<file path="src/rtl/alu_issue_arbiter_if.sv">
// Bundle of every signal the ALU issue arbiter exchanges with its two
// requesters, the shared ALU and the response consumer.
//
// Handshake rule for both requesters and the response port: a transfer
// happens on a rising CLK edge where valid and ready are both high. Only
// that edge is sampled. A requester may drop valid before ready appears.
// Ready is combinational, but it is only raised while the arbiter is idle.
//
// slave  : the arbiter itself.
// master : the environment, which includes the requesters, the ALU and the consumer.
interface alu_issue_arbiter_if #(
    parameter int DATA_W = 16
);
    logic              req0_valid;
    logic              req0_ready;
    logic [2:0]        req0_op;
    logic [DATA_W-1:0] req0_a;
    logic [DATA_W-1:0] req0_b;

    logic              req1_valid;
    logic              req1_ready;
    logic [2:0]        req1_op;
    logic [DATA_W-1:0] req1_a;
    logic [DATA_W-1:0] req1_b;

    logic              alu_active;
    logic [2:0]        alu_op;
    logic [DATA_W-1:0] alu_in1;
    logic [DATA_W-1:0] alu_in2;
    logic [DATA_W-1:0] alu_data;
    logic              alu_zero;
    logic              alu_lt;
    logic              alu_gt;
    logic              alu_ovf;
    logic              alu_cout;

    logic              rsp_valid;
    logic              rsp_ready;
    logic              rsp_id;
    logic [DATA_W-1:0] rsp_data;
    logic [5:0]        rsp_flags;

    modport slave (
        input  req0_valid, req0_op, req0_a, req0_b,
        output req0_ready,
        input  req1_valid, req1_op, req1_a, req1_b,
        output req1_ready,
        output alu_active, alu_op, alu_in1, alu_in2,
        input  alu_data, alu_zero, alu_lt, alu_gt, alu_ovf, alu_cout,
        output rsp_valid, rsp_id, rsp_data, rsp_flags,
        input  rsp_ready
    );

    modport master (
        output req0_valid, req0_op, req0_a, req0_b,
        input  req0_ready,
        output req1_valid, req1_op, req1_a, req1_b,
        input  req1_ready,
        input  alu_active, alu_op, alu_in1, alu_in2,
        output alu_data, alu_zero, alu_lt, alu_gt, alu_ovf, alu_cout,
        input  rsp_valid, rsp_id, rsp_data, rsp_flags,
        output rsp_ready
    );
endinterface

</file>
<file path="src/rtl/alu_issue_arbiter.sv">
// Round-robin arbiter that shares one ALU between the execute stage (req0)
// and the address/branch unit (req1). The arbiter keeps only one operation
// in flight at a time. It holds the operands on the ALU for SETTLE_CYCLES
// and then captures the result and the flags into a response register.
// A valid/ready handshake drains that register.
module alu_issue_arbiter #(
    parameter int DATA_W        = 16,
    parameter int SETTLE_CYCLES = 1
) (
    input  logic               CLK,
    input  logic               RST_N,
    alu_issue_arbiter_if.slave bus,
    output logic [1:0]         dbgState
);
    typedef enum logic [1:0] {
        IDLE  = 2'd0,
        ISSUE = 2'd1,
        RESP  = 2'd2
    } state_t;

    localparam logic [3:0] SETTLE_LOAD   = 4'(SETTLE_CYCLES);
    localparam logic [2:0] OP_LAST_LEGAL = 3'b101;
    localparam logic [5:0] ERR_FLAGS     = 6'b100000;

    state_t            state;
    state_t            nextState;
    logic              lastGrant;
    logic              grantId;
    logic              anyValid;
    logic              accept;
    logic              legalOp;
    logic              req0Ready;
    logic              req1Ready;
    logic [2:0]        selOp;
    logic [DATA_W-1:0] selA;
    logic [DATA_W-1:0] selB;

    logic [2:0]        opReg;
    logic [DATA_W-1:0] aReg;
    logic [DATA_W-1:0] bReg;
    logic              idReg;
    logic [3:0]        settleCnt;
    logic [DATA_W-1:0] rspData;
    logic [5:0]        rspFlags;

    // Round-robin pick: a single requester always wins, a tie goes to the one not granted last
    always_comb begin
        grantId = 1'b0;
        if (bus.req0_valid && bus.req1_valid) begin
            grantId = ~lastGrant;
        end else begin
            grantId = bus.req1_valid;
        end
    end

    assign anyValid = bus.req0_valid | bus.req1_valid;
    assign selOp    = grantId ? bus.req1_op : bus.req0_op;
    assign selA     = grantId ? bus.req1_a  : bus.req0_a;
    assign selB     = grantId ? bus.req1_b  : bus.req0_b;
    assign legalOp  = (selOp <= OP_LAST_LEGAL);

    // Next state and requester ready; grants only happen from IDLE
    always_comb begin
        nextState = state;
        accept    = 1'b0;
        req0Ready = 1'b0;
        req1Ready = 1'b0;
        case (state)
            IDLE: begin
                if (anyValid) begin
                    accept    = 1'b1;
                    req0Ready = ~grantId;
                    req1Ready = grantId;
                    nextState = legalOp ? ISSUE : RESP;
                end
            end
            ISSUE: begin
                if (settleCnt == 4'd1) begin
                    nextState = RESP;
                end
            end
            RESP: begin
                if (bus.rsp_ready) begin
                    nextState = IDLE;
                end
            end
            default: nextState = IDLE;
        endcase
    end

    // State register; reset drops any in-flight operation or pending response
    always_ff @(posedge CLK or negedge RST_N) begin
        if (!RST_N) begin
            state <= IDLE;
        end else begin
            state <= nextState;
        end
    end

    // Latch the granted operation, count the settle time, capture the ALU result
    always_ff @(posedge CLK or negedge RST_N) begin
        if (!RST_N) begin
            lastGrant <= 1'b1;
            opReg     <= '0;
            aReg      <= '0;
            bReg      <= '0;
            idReg     <= 1'b0;
            settleCnt <= '0;
            rspData   <= '0;
            rspFlags  <= '0;
        end else begin
            if (accept) begin
                opReg     <= selOp;
                aReg      <= selA;
                bReg      <= selB;
                idReg     <= grantId;
                lastGrant <= grantId;
                settleCnt <= SETTLE_LOAD;
                if (!legalOp) begin
                    rspData  <= '0;
                    rspFlags <= ERR_FLAGS;
                end
            end
            if (state == ISSUE) begin
                settleCnt <= settleCnt - 4'd1;
                if (settleCnt == 4'd1) begin
                    rspData  <= bus.alu_data;
                    rspFlags <= {1'b0, bus.alu_cout, bus.alu_ovf, bus.alu_gt,
                                 bus.alu_lt, bus.alu_zero};
                end
            end
        end
    end

    // Operands and op stay on the ALU bus between issues; only alu_active gates the ALU
    assign bus.req0_ready = req0Ready;
    assign bus.req1_ready = req1Ready;
    assign bus.alu_active = (state == ISSUE);
    assign bus.alu_op     = opReg;
    assign bus.alu_in1    = aReg;
    assign bus.alu_in2    = bReg;
    assign bus.rsp_valid  = (state == RESP);
    assign bus.rsp_id     = idReg;
    assign bus.rsp_data   = rspData;
    assign bus.rsp_flags  = rspFlags;
    assign dbgState       = state;
endmodule

</file>
<file path="src/flat_wrapper.sv">
// flat-port wrapper written by rule: the top's interface ports become plain ports
module alu_issue_arbiter_flat 
#(
    parameter int DATA_W        = 16,
    parameter int SETTLE_CYCLES = 1
)
  (CLK, RST_N, dbgState, bus_req0_valid, bus_req0_op, bus_req0_a, bus_req0_b, bus_req0_ready, bus_req1_valid, bus_req1_op, bus_req1_a, bus_req1_b, bus_req1_ready, bus_alu_active, bus_alu_op, bus_alu_in1, bus_alu_in2, bus_alu_data, bus_alu_zero, bus_alu_lt, bus_alu_gt, bus_alu_ovf, bus_alu_cout, bus_rsp_valid, bus_rsp_id, bus_rsp_data, bus_rsp_flags, bus_rsp_ready);
  alu_issue_arbiter_if #(.DATA_W(DATA_W)) bus_i ();
  input  logic CLK;
  input  logic RST_N;
  output logic [1:0] dbgState;
  input wire logic [$bits(bus_i.req0_valid)-1:0] bus_req0_valid;
  input wire logic [$bits(bus_i.req0_op)-1:0] bus_req0_op;
  input wire logic [$bits(bus_i.req0_a)-1:0] bus_req0_a;
  input wire logic [$bits(bus_i.req0_b)-1:0] bus_req0_b;
  output wire logic [$bits(bus_i.req0_ready)-1:0] bus_req0_ready;
  input wire logic [$bits(bus_i.req1_valid)-1:0] bus_req1_valid;
  input wire logic [$bits(bus_i.req1_op)-1:0] bus_req1_op;
  input wire logic [$bits(bus_i.req1_a)-1:0] bus_req1_a;
  input wire logic [$bits(bus_i.req1_b)-1:0] bus_req1_b;
  output wire logic [$bits(bus_i.req1_ready)-1:0] bus_req1_ready;
  output wire logic [$bits(bus_i.alu_active)-1:0] bus_alu_active;
  output wire logic [$bits(bus_i.alu_op)-1:0] bus_alu_op;
  output wire logic [$bits(bus_i.alu_in1)-1:0] bus_alu_in1;
  output wire logic [$bits(bus_i.alu_in2)-1:0] bus_alu_in2;
  input wire logic [$bits(bus_i.alu_data)-1:0] bus_alu_data;
  input wire logic [$bits(bus_i.alu_zero)-1:0] bus_alu_zero;
  input wire logic [$bits(bus_i.alu_lt)-1:0] bus_alu_lt;
  input wire logic [$bits(bus_i.alu_gt)-1:0] bus_alu_gt;
  input wire logic [$bits(bus_i.alu_ovf)-1:0] bus_alu_ovf;
  input wire logic [$bits(bus_i.alu_cout)-1:0] bus_alu_cout;
  output wire logic [$bits(bus_i.rsp_valid)-1:0] bus_rsp_valid;
  output wire logic [$bits(bus_i.rsp_id)-1:0] bus_rsp_id;
  output wire logic [$bits(bus_i.rsp_data)-1:0] bus_rsp_data;
  output wire logic [$bits(bus_i.rsp_flags)-1:0] bus_rsp_flags;
  input wire logic [$bits(bus_i.rsp_ready)-1:0] bus_rsp_ready;
  assign bus_i.req0_valid = bus_req0_valid;
  assign bus_i.req0_op = bus_req0_op;
  assign bus_i.req0_a = bus_req0_a;
  assign bus_i.req0_b = bus_req0_b;
  assign bus_req0_ready = bus_i.req0_ready;
  assign bus_i.req1_valid = bus_req1_valid;
  assign bus_i.req1_op = bus_req1_op;
  assign bus_i.req1_a = bus_req1_a;
  assign bus_i.req1_b = bus_req1_b;
  assign bus_req1_ready = bus_i.req1_ready;
  assign bus_alu_active = bus_i.alu_active;
  assign bus_alu_op = bus_i.alu_op;
  assign bus_alu_in1 = bus_i.alu_in1;
  assign bus_alu_in2 = bus_i.alu_in2;
  assign bus_i.alu_data = bus_alu_data;
  assign bus_i.alu_zero = bus_alu_zero;
  assign bus_i.alu_lt = bus_alu_lt;
  assign bus_i.alu_gt = bus_alu_gt;
  assign bus_i.alu_ovf = bus_alu_ovf;
  assign bus_i.alu_cout = bus_alu_cout;
  assign bus_rsp_valid = bus_i.rsp_valid;
  assign bus_rsp_id = bus_i.rsp_id;
  assign bus_rsp_data = bus_i.rsp_data;
  assign bus_rsp_flags = bus_i.rsp_flags;
  assign bus_i.rsp_ready = bus_rsp_ready;
  alu_issue_arbiter #(.DATA_W(DATA_W), .SETTLE_CYCLES(SETTLE_CYCLES)) u_core (.CLK(CLK), .RST_N(RST_N), .bus(bus_i), .dbgState(dbgState));
endmodule
</file>
<file path="config.mk">
export PLATFORM = sky130hd
export DESIGN_NAME = alu_issue_arbiter_flat
export DESIGN_NICKNAME = d
export VERILOG_FILES = /design/src/rtl/alu_issue_arbiter_if.sv /design/src/rtl/alu_issue_arbiter.sv /design/src/flat_wrapper.sv
export SDC_FILE = /design/constraint.sdc
export NUM_CORES = 1
export LEC_CHECK = 0
export ABC_CLOCK_PERIOD_IN_PS = 1600
export CAP_MARGIN = 25
export CORE_MARGIN = 1.5
export CORE_UTILIZATION = 35
export CTS_CLUSTER_SIZE = 8
export DETAILED_ROUTE_END_ITERATION = 8
export PLACE_DENSITY_LB_ADDON = 0.2
export SLEW_MARGIN = 20
export SYNTH_ARGS = -nofsm -noshare
export SYNTH_HDL_FRONTEND = slang
export SYNTH_SLANG_ARGS = --single-unit
</file>
<file path="constraint.sdc">
create_clock -name CLK -period 1.6 [get_ports CLK]
set_clock_uncertainty 0.15 [all_clocks]
set_input_delay 0.16 -clock CLK [delete_from_list [all_inputs] [get_ports CLK]]
set_output_delay 0.16 -clock CLK [all_outputs]
set_load 0.1 [all_outputs]
</file>
**Word level (Yosys, flattened, before mapping)**

Index checks and enable logic that the tools add are counted.

- Flip-flop bits (word level): 65
- Input bits: 96
- Logic and storage cells: 49
- Output and inout port bits: 64

- Order comparisons: 1
- Equality and inequality tests: 6
- Bitwise operators: 3
- Reduce and logical (&&, ||, !) cells: 4
- Mux-type cells: 25
- $add $sub $neg: 1

Operators with widths:

| kind | number |
|---|---|
| 16-bit 2-to-1 mux | 6 |
| 6-bit 2-to-1 mux | 4 |
| 2-bit 2-to-1 mux | 4 |
| 4-bit 2-to-1 mux | 2 |
| 1-bit 2-to-1 mux | 7 |
| 2-bit by 1-bit inequality test with 1-bit output, second input constant | 3 |
| 2-bit case mux with 3 select lines | 1 |
| 4-bit by 1-bit == test with 1-bit output, second input constant | 1 |
| 4-bit by 1-bit subtractor with 4-bit output, second input constant | 1 |
| 3-bit less-or-equal comparator, second input constant | 1 |
| 3-bit 2-to-1 mux | 1 |
| 3-bit AND reduction | 1 |
| 2-bit by 1-bit == test with 1-bit output, second input constant | 1 |
| 2-bit == test, second input constant | 1 |
| 2-bit zero test | 1 |
| 1-bit NOT | 2 |
| 2-bit nonzero test | 1 |
| 1-bit logical AND | 1 |
| 1-bit OR | 1 |

**Longest topological paths before layout**

Gate-level depths: netlist of run 1.

- Word-level depth: 8
- Depth in mapped cells: 7
- Depth with buffers taken out: 6

**Least setup slack after synthesis of run 1**

No wires, ideal clock.

- Kind: reg2reg
- From: register u_core.state[0] (netlist: u_core.dbgState[0])
- To: register u_core.aReg[0] (netlist: u_core.bus.alu_in1[0])
- Library setup time: 0.079 ns
- Setup slack: -2.039 ns
- Stages on the path, launching flop included: 4
- Buffers on the path: 0
- Data required time: 1.371 ns
- Clock period less this slack: 3.639 ns
- Arrival time: 3.410 ns
- Cell sequence: dfrtp_1 -> nor3_1 -> a32oi_1 -> nand2_1

- Cells in the longest elaborated chain, start to end: 2

RTL lines:

| what | line | text |
|---|---|---|
| start, declared | alu_issue_arbiter.sv:25 | `state_t state;` |
| start signal, assigned | alu_issue_arbiter.sv:96 | `state <= nextState;` |
| 2-bit zero test | alu_issue_arbiter.sv:68 | `case (state)` |
| 1-bit 2-to-1 mux | alu_issue_arbiter.sv:68 |  |
| end signal, assigned | alu_issue_arbiter.sv:114 | `aReg <= selA;` |
| end, declared | alu_issue_arbiter.sv:39 | `logic [DATA_W-1:0] aReg;` |

Every way passes these cells.
A chain may end at the register's enable or synchronous reset.

**Worst setup path after layout of run 1**

- From: register u_core.lastGrant
- To: output bus_req1_ready

- Cells in the longest elaborated chain, start to end: 4

RTL lines:

| what | line | text |
|---|---|---|
| start, declared | alu_issue_arbiter.sv:27 | `logic lastGrant;` |
| start signal, assigned | alu_issue_arbiter.sv:117 | `lastGrant <= grantId;` |
| 1-bit NOT | alu_issue_arbiter.sv:50 | `grantId = ~lastGrant;` |
| 1-bit 2-to-1 mux | alu_issue_arbiter.sv:49 | `if (bus.req0_valid && bus.req1_valid) begin` |
| 1-bit 2-to-1 mux | alu_issue_arbiter.sv:70 | `if (anyValid) begin` |
| 1-bit 2-to-1 mux | alu_issue_arbiter.sv:68 |  |
| end, declared | flat_wrapper.sv:21 | `output wire logic [$bits(bus_i.req1_ready)-1:0] bus_req1_ready;` |

Every way passes these cells.

==> results of run 1 <==
[cell families (layout without fill, tap and decap cells)]
group	Yosys count	count (layout)	synth area share, %
xor gates and xnor gates	2	2	0.615
adders and majority gates	2	2	0.879
DFF	65	65	57.2
buffers and inverters	25	213	4.31
muxes	1	1	0.352
AOI/OAI and AO/OA	68	68	14.6
and+or+nand+nor	162	166	22.0
[area by class of cell]
cell class | instances | share of cell area (%)
clock buffer | 14 | 2.93
clock inverter | 2 | 1.02
inverter | 4 | 0.318
multi-input combinational | 239 | 21.4
sequential | 65 | 27.7
tap | 102 | 2.16
timing repair buffer | 193 | 44.4
[cell usage after synthesis, types with 2 or more instances]
cell type,number,area (um2)
a32oi_1,3,26.3
dfrtp_1,64,1600
a31oi_1,32,200
o21ai_0,19,95.1
buf_2,5,25.0
a21o_1,3,22.5
o21ai_1,3,15.0
ha_1,2,25.0
clkbuf_1,13,48.8
inv_1,4,15.0
nor3_1,2,10.0
buf_6,3,33.8
o22ai_1,3,18.8
nor2_1,37,139
nand2_1,118,443
[state kept, by name, summed over array words and instances (netlist names)]
register and cells:
u_core.bus.alu_in1 16, u_core.bus.alu_in2 16, u_core.bus.alu_op 3, u_core.bus.rsp_data 16, u_core.bus.rsp_flags 6, u_core.bus.rsp_id 1
u_core.dbgState 2, u_core.lastGrant 1, u_core.settleCnt 4
[through the flow]
step                hold slack (ps)  setup TNS (ps)  setup slack (ps)  std cells
floorplan                      -286          -19930              -582        325
global placement               55.3           -9170              -215        587
detailed placement             55.2          -10380              -241        587
CTS                             199           -2170              -217        614
global route                    212           -3800              -240        619
finish                          213           -1790              -185        619
[critical path: cells and delay by family (launching register included)]
family                 cells  cell delay, ps
AND/OR/NAND/NOR            1             220
AO/OA/AOI/OAI              1             220
buffers and inverters      2             330
flip-flops                 1             380
[path summary, 6_finish.rpt]
path,to,slack (ps),cells past startpoint
max,bus_req1_ready,-190,4
min,u_core.bus.rsp_data[4],210,3
max reg2reg,u_core.bus.rsp_data[0],-80,4
min reg2reg,u_core.bus.alu_in1[15],390,2
max in group asynchronous,u_core.lastGrant,740,3
min in group asynchronous,u_core.bus.rsp_flags[4],230,3
[what timing repair did]
action                                  CTS  global route
pin swaps                                 4             5
endpoints found under the setup margin   31            61
endpoints found under the hold margin    65             0
resized for setup                        17            22
setup buffers                             5             4
hold buffers                              1             0
cloned                                    5             1
[layout by cell type (no fill, tap or decap), types with 3 or more instances in the layout]
cell             Yosys  final
a21o_1               3      3
a31oi_1             32     32
a32oi_1              3      3
and2_4               1      6
buf_12               0     68
buf_4                0     16
buf_6                3     10
clkbuf_8             0     12
clkdlybuf4s50_1      0     94
dfrtp_1             64     62
nand2_1            118    115
nor2_1              37     35
o21ai_1              3     21
o22ai_1              3      3
[layer usage]
layer	global-route usage, %	wire, um	vias up	part of all wire, %
met3	6.83	861	12	9.3
met4	8.21	138	0	1.5
met5	0	0	-	0
li1	-	-	1453	-
met2	38.1	4730	147	51
met1	24.8	3530	1426	38
==> metrics.txt, run 1 <==
DRT Pass-1 Iters=4; number of antenna violations at the first check in global routing=0; Crit path largest cell delay=380 ps; core area=7810 um2; launch point of the worst hold path=bus_alu_data[4]; Placer Congestion=0.730; fraction of the yosys area taken by sequential cells=57.2%; cell with the biggest individual delay on the critical path=dfstp_2; starting density of the core=36.5%; Layout Cell Area excl Fill=5900 um2; Detail Route Antenna Nets=0; CP Data Arrival Time=1480 ps; startpoint of the worst setup timing path=u_core.lastGrant; WL final=9260 um; die area=8680 um2; post-synthesis to final-layout area growth=107%; CTS H-tree lvls=3; crit path time final=1790 ps; Slew Limit Headroom=76.6%; global-route wire length before repair=14,500 um; die outline width=93.2 um; count of final hold-check violations=0; via count normalized by instance count=4.91; kind of launch point of the worst setup path=flip-flop; number of DRC violations after detailed routing=0; GR Overflow Total=0; Placed Instance Area=5350 um2; number of buffers created by CTS=9; via count=3,038; synthesized area per cell=8.76 um2; result of the run=finished with violations; TritonCTS Sinks=65; final core utilization=75.5%; clock input transition at the sequential cells of the worst setup and hold paths=70 ps; transition at the pin with the smallest max-transition slack=350 ps; global-route usage over all layers=21.8%; unique cell type count in the Yosys netlist=29; synthesized cell area=2850 um2; share of the clock period used by the worst path after layout=112%; area taken by multi-input logic gates=1260 um2; Mapped Nets=423; kind of critical path=reg -> out; Setup violations, final=29; mean routed wirelength per cell=15.0 um; Final nets=610; I/O pin cnt=160; slack of the critical path=-185 ps; cell chain of the critical path=a21bo_4, buf_6, nor3_4, buf_12; Synth Register Bits=65; worst hold-check path type=in -> reg; number of synthesized flops with an enable pin=0; Antenna diodes=0; RR Startpoint=u_core.lastGrant; overall die height=93.2 um; Critical Path Sink Type=primary output; dominant synthesized flop cell=dfrtp_1; required arrival time at the worst endpoint=1290 ps; ys async rst share=100%; clock buffer depth=2; fraction of final layout cells sized beyond drive strength 1=26.9%; number of port buffers=159; Site Rows=32; setup repair after global routing missed its margin=true; violations in the final reports=setup timing; Final Max Tran Viols=0; via count of the first global-routing pass=2,964; DR iter-0 viols=113; crit-path max FO=4; fill cell count=553; post-detail-place hpwl=6180 um; Max Fclk=560 MHz; insertion delay of the later-clocked pin in the worst-skew pair=330 ps; flip-flop and latch area=1640 um2; number of max-cap violations=0; Synth Instances=325; maximum number of pins on one net before global-route repair=66; root buffer cell=clkbuf_8; number of synthesis warnings=0; TritonCTS clock tree=done
Power of run 1 is not shown: default switching activity piles up to over one toggle a cycle in this logic, so the estimate is an artifact.
==> inputs of run 2 (changes only) <==
Settings changed: SKIP_LAST_GASP from default to 1.
==> run 2 against run 1 <==
- the run still ends with setup timing left
- first-iteration DRC count down 13%
- critical endpoint unchanged
- via count increased by 0.16%
- critical path type unchanged
- global-route usage stayed put
- final cell count increased by 0.32%
- cell area up 0.45%
==> metrics.txt, run 2 (synthesized netlist as in run 1, its figures left out) <==
result of the run=finished with violations; violations in the final reports=setup timing; Site Rows=32; most used cells in the layout excluding fill and tap cells=116 x nand2_1, 94 x clkdlybuf4s50_1, 68 x buf_12; DRT Pass-1 Iters=5; post-detail-place hpwl=6180 um; crit-path max FO=4; via count=3,043; fraction of final layout cells sized beyond drive strength 1=26.6%; number of DRC violations after detailed routing=0; fill cell count=550; share of the clock period used by the worst path after layout=112%; most common cell after layout, fill and taps aside=nand2_1; maximum number of pins on one net before global-route repair=66; Layout Cell Area excl Fill=5920 um2; insertion delay of the later-clocked pin in the worst-skew pair=330 ps; setup repair after global routing missed its margin=true; die outline width=93.2 um; mean routed wirelength per cell=15.1 um; number of antenna violations at the first check in global routing=0; slack of the critical path=-185 ps; global-route wire length before repair=14,500 um; CTS H-tree lvls=3; via count of the first global-routing pass=2,956; TritonCTS clock tree=done; Final nets=612; Critical Path Sink Type=primary output; clock input transition at the sequential cells of the worst setup and hold paths=70 ps; number of port buffers=159; I/O pin cnt=160; root buffer cell=clkbuf_8; count of final hold-check violations=0; required arrival time at the worst endpoint=1290 ps; worst hold-check path type=in -> async; transition at the pin with the smallest max-transition slack=357 ps; Setup violations, final=29; Placed Instance Area=5350 um2; CP Data Arrival Time=1470 ps; Placer Congestion=0.730; global-route usage over all layers=21.8%; worst slack on hold paths=220 ps; die area=8680 um2; WL final=9390 um; via count normalized by instance count=4.90; overall die height=93.2 um; Final Max Tran Viols=0; clock buffer depth=2; DR iter-0 viols=98; Slew Limit Headroom=76.2%; post-synthesis to final-layout area growth=108%; crit path time final=1780 ps; TritonCTS Sinks=65; number of buffers created by CTS=9; core area=7810 um2; kind of critical path=reg -> out; number of max-cap violations=0; starting density of the core=36.5%; GR Overflow Total=0; kind of launch point of the worst setup path=flip-flop; Detail Route Antenna Nets=0; Max Fclk=560 MHz; Antenna diodes=0
run 2: area by class of cell:
type                       instances  area, um2  area share (%)
timing repair buffer             194       2650            44.7
inverter                           4       18.8           0.317
tap                              102        128            2.16
clock buffer                      14        173            2.92
sequential                        65       1640            27.6
multi-input combinational        240       1260            21.3
clock inverter                     2       60.1            1.01
run 2: path summary, 6_finish.rpt:
| kind | start | to | slack (ps) | depth (start not counted) |
|---|---|---|---|---|
| setup reg to reg | u_core.dbgState[1] | u_core.bus.rsp_data[0] | -90 | 8 |
| setup / recovery | u_core.lastGrant | bus_req1_ready | -180 | 4 |
| hold reg to reg | u_core.bus.alu_in1[15] | u_core.bus.alu_in1[15] | 390 | 2 |
| max in group asynchronous | RST_N | u_core.lastGrant | 740 | 3 |
| hold / removal | RST_N | u_core.bus.rsp_flags[0] | 220 | 3 |
| min in group CLK | bus_alu_data[4] | u_core.bus.rsp_data[4] | 220 | 3 |
run 2: routing by layer:
metal | part of all wire (%) | wire length, um | track usage (%)
met1 | 38 | 3550 | 25.0
met5 | 0 | 0 | 0
met2 | 52 | 4860 | 38.0
met3 | 9.4 | 880 | 6.83
met4 | 1.1 | 108 | 7.95
run 2: per-stage QoR:
step	instances	worst slack, ps	TNS (ps)	util, %
after floorplan	325	-582	-19930	-
after global placement	587	-215	-9170	68.5
after detailed placement	587	-241	-10380	68.5
after CTS	614	-217	-2860	73.9
after global routing	621	-238	-4120	75.8
final	621	-185	-1900	75.8
run 2: worst max-delay path, stage by stage (launching register included):
cell and delay [ps]:
dfstp_2 380, a21bo_4 220, buf_6 120, nor3_4 220, buf_12 210
run 2: what timing repair did:
item                                    4_1_cts  5_1_grt
pin swaps                                     3        5
gates resized for setup                      13       24
setup buffers                                 5        4
hold buffers                                  1        0
endpoints found under the setup margin       31       63
cloned                                        5        3
hold endpoints to repair                     65        0
Power of run 2 is left out for the same reason.
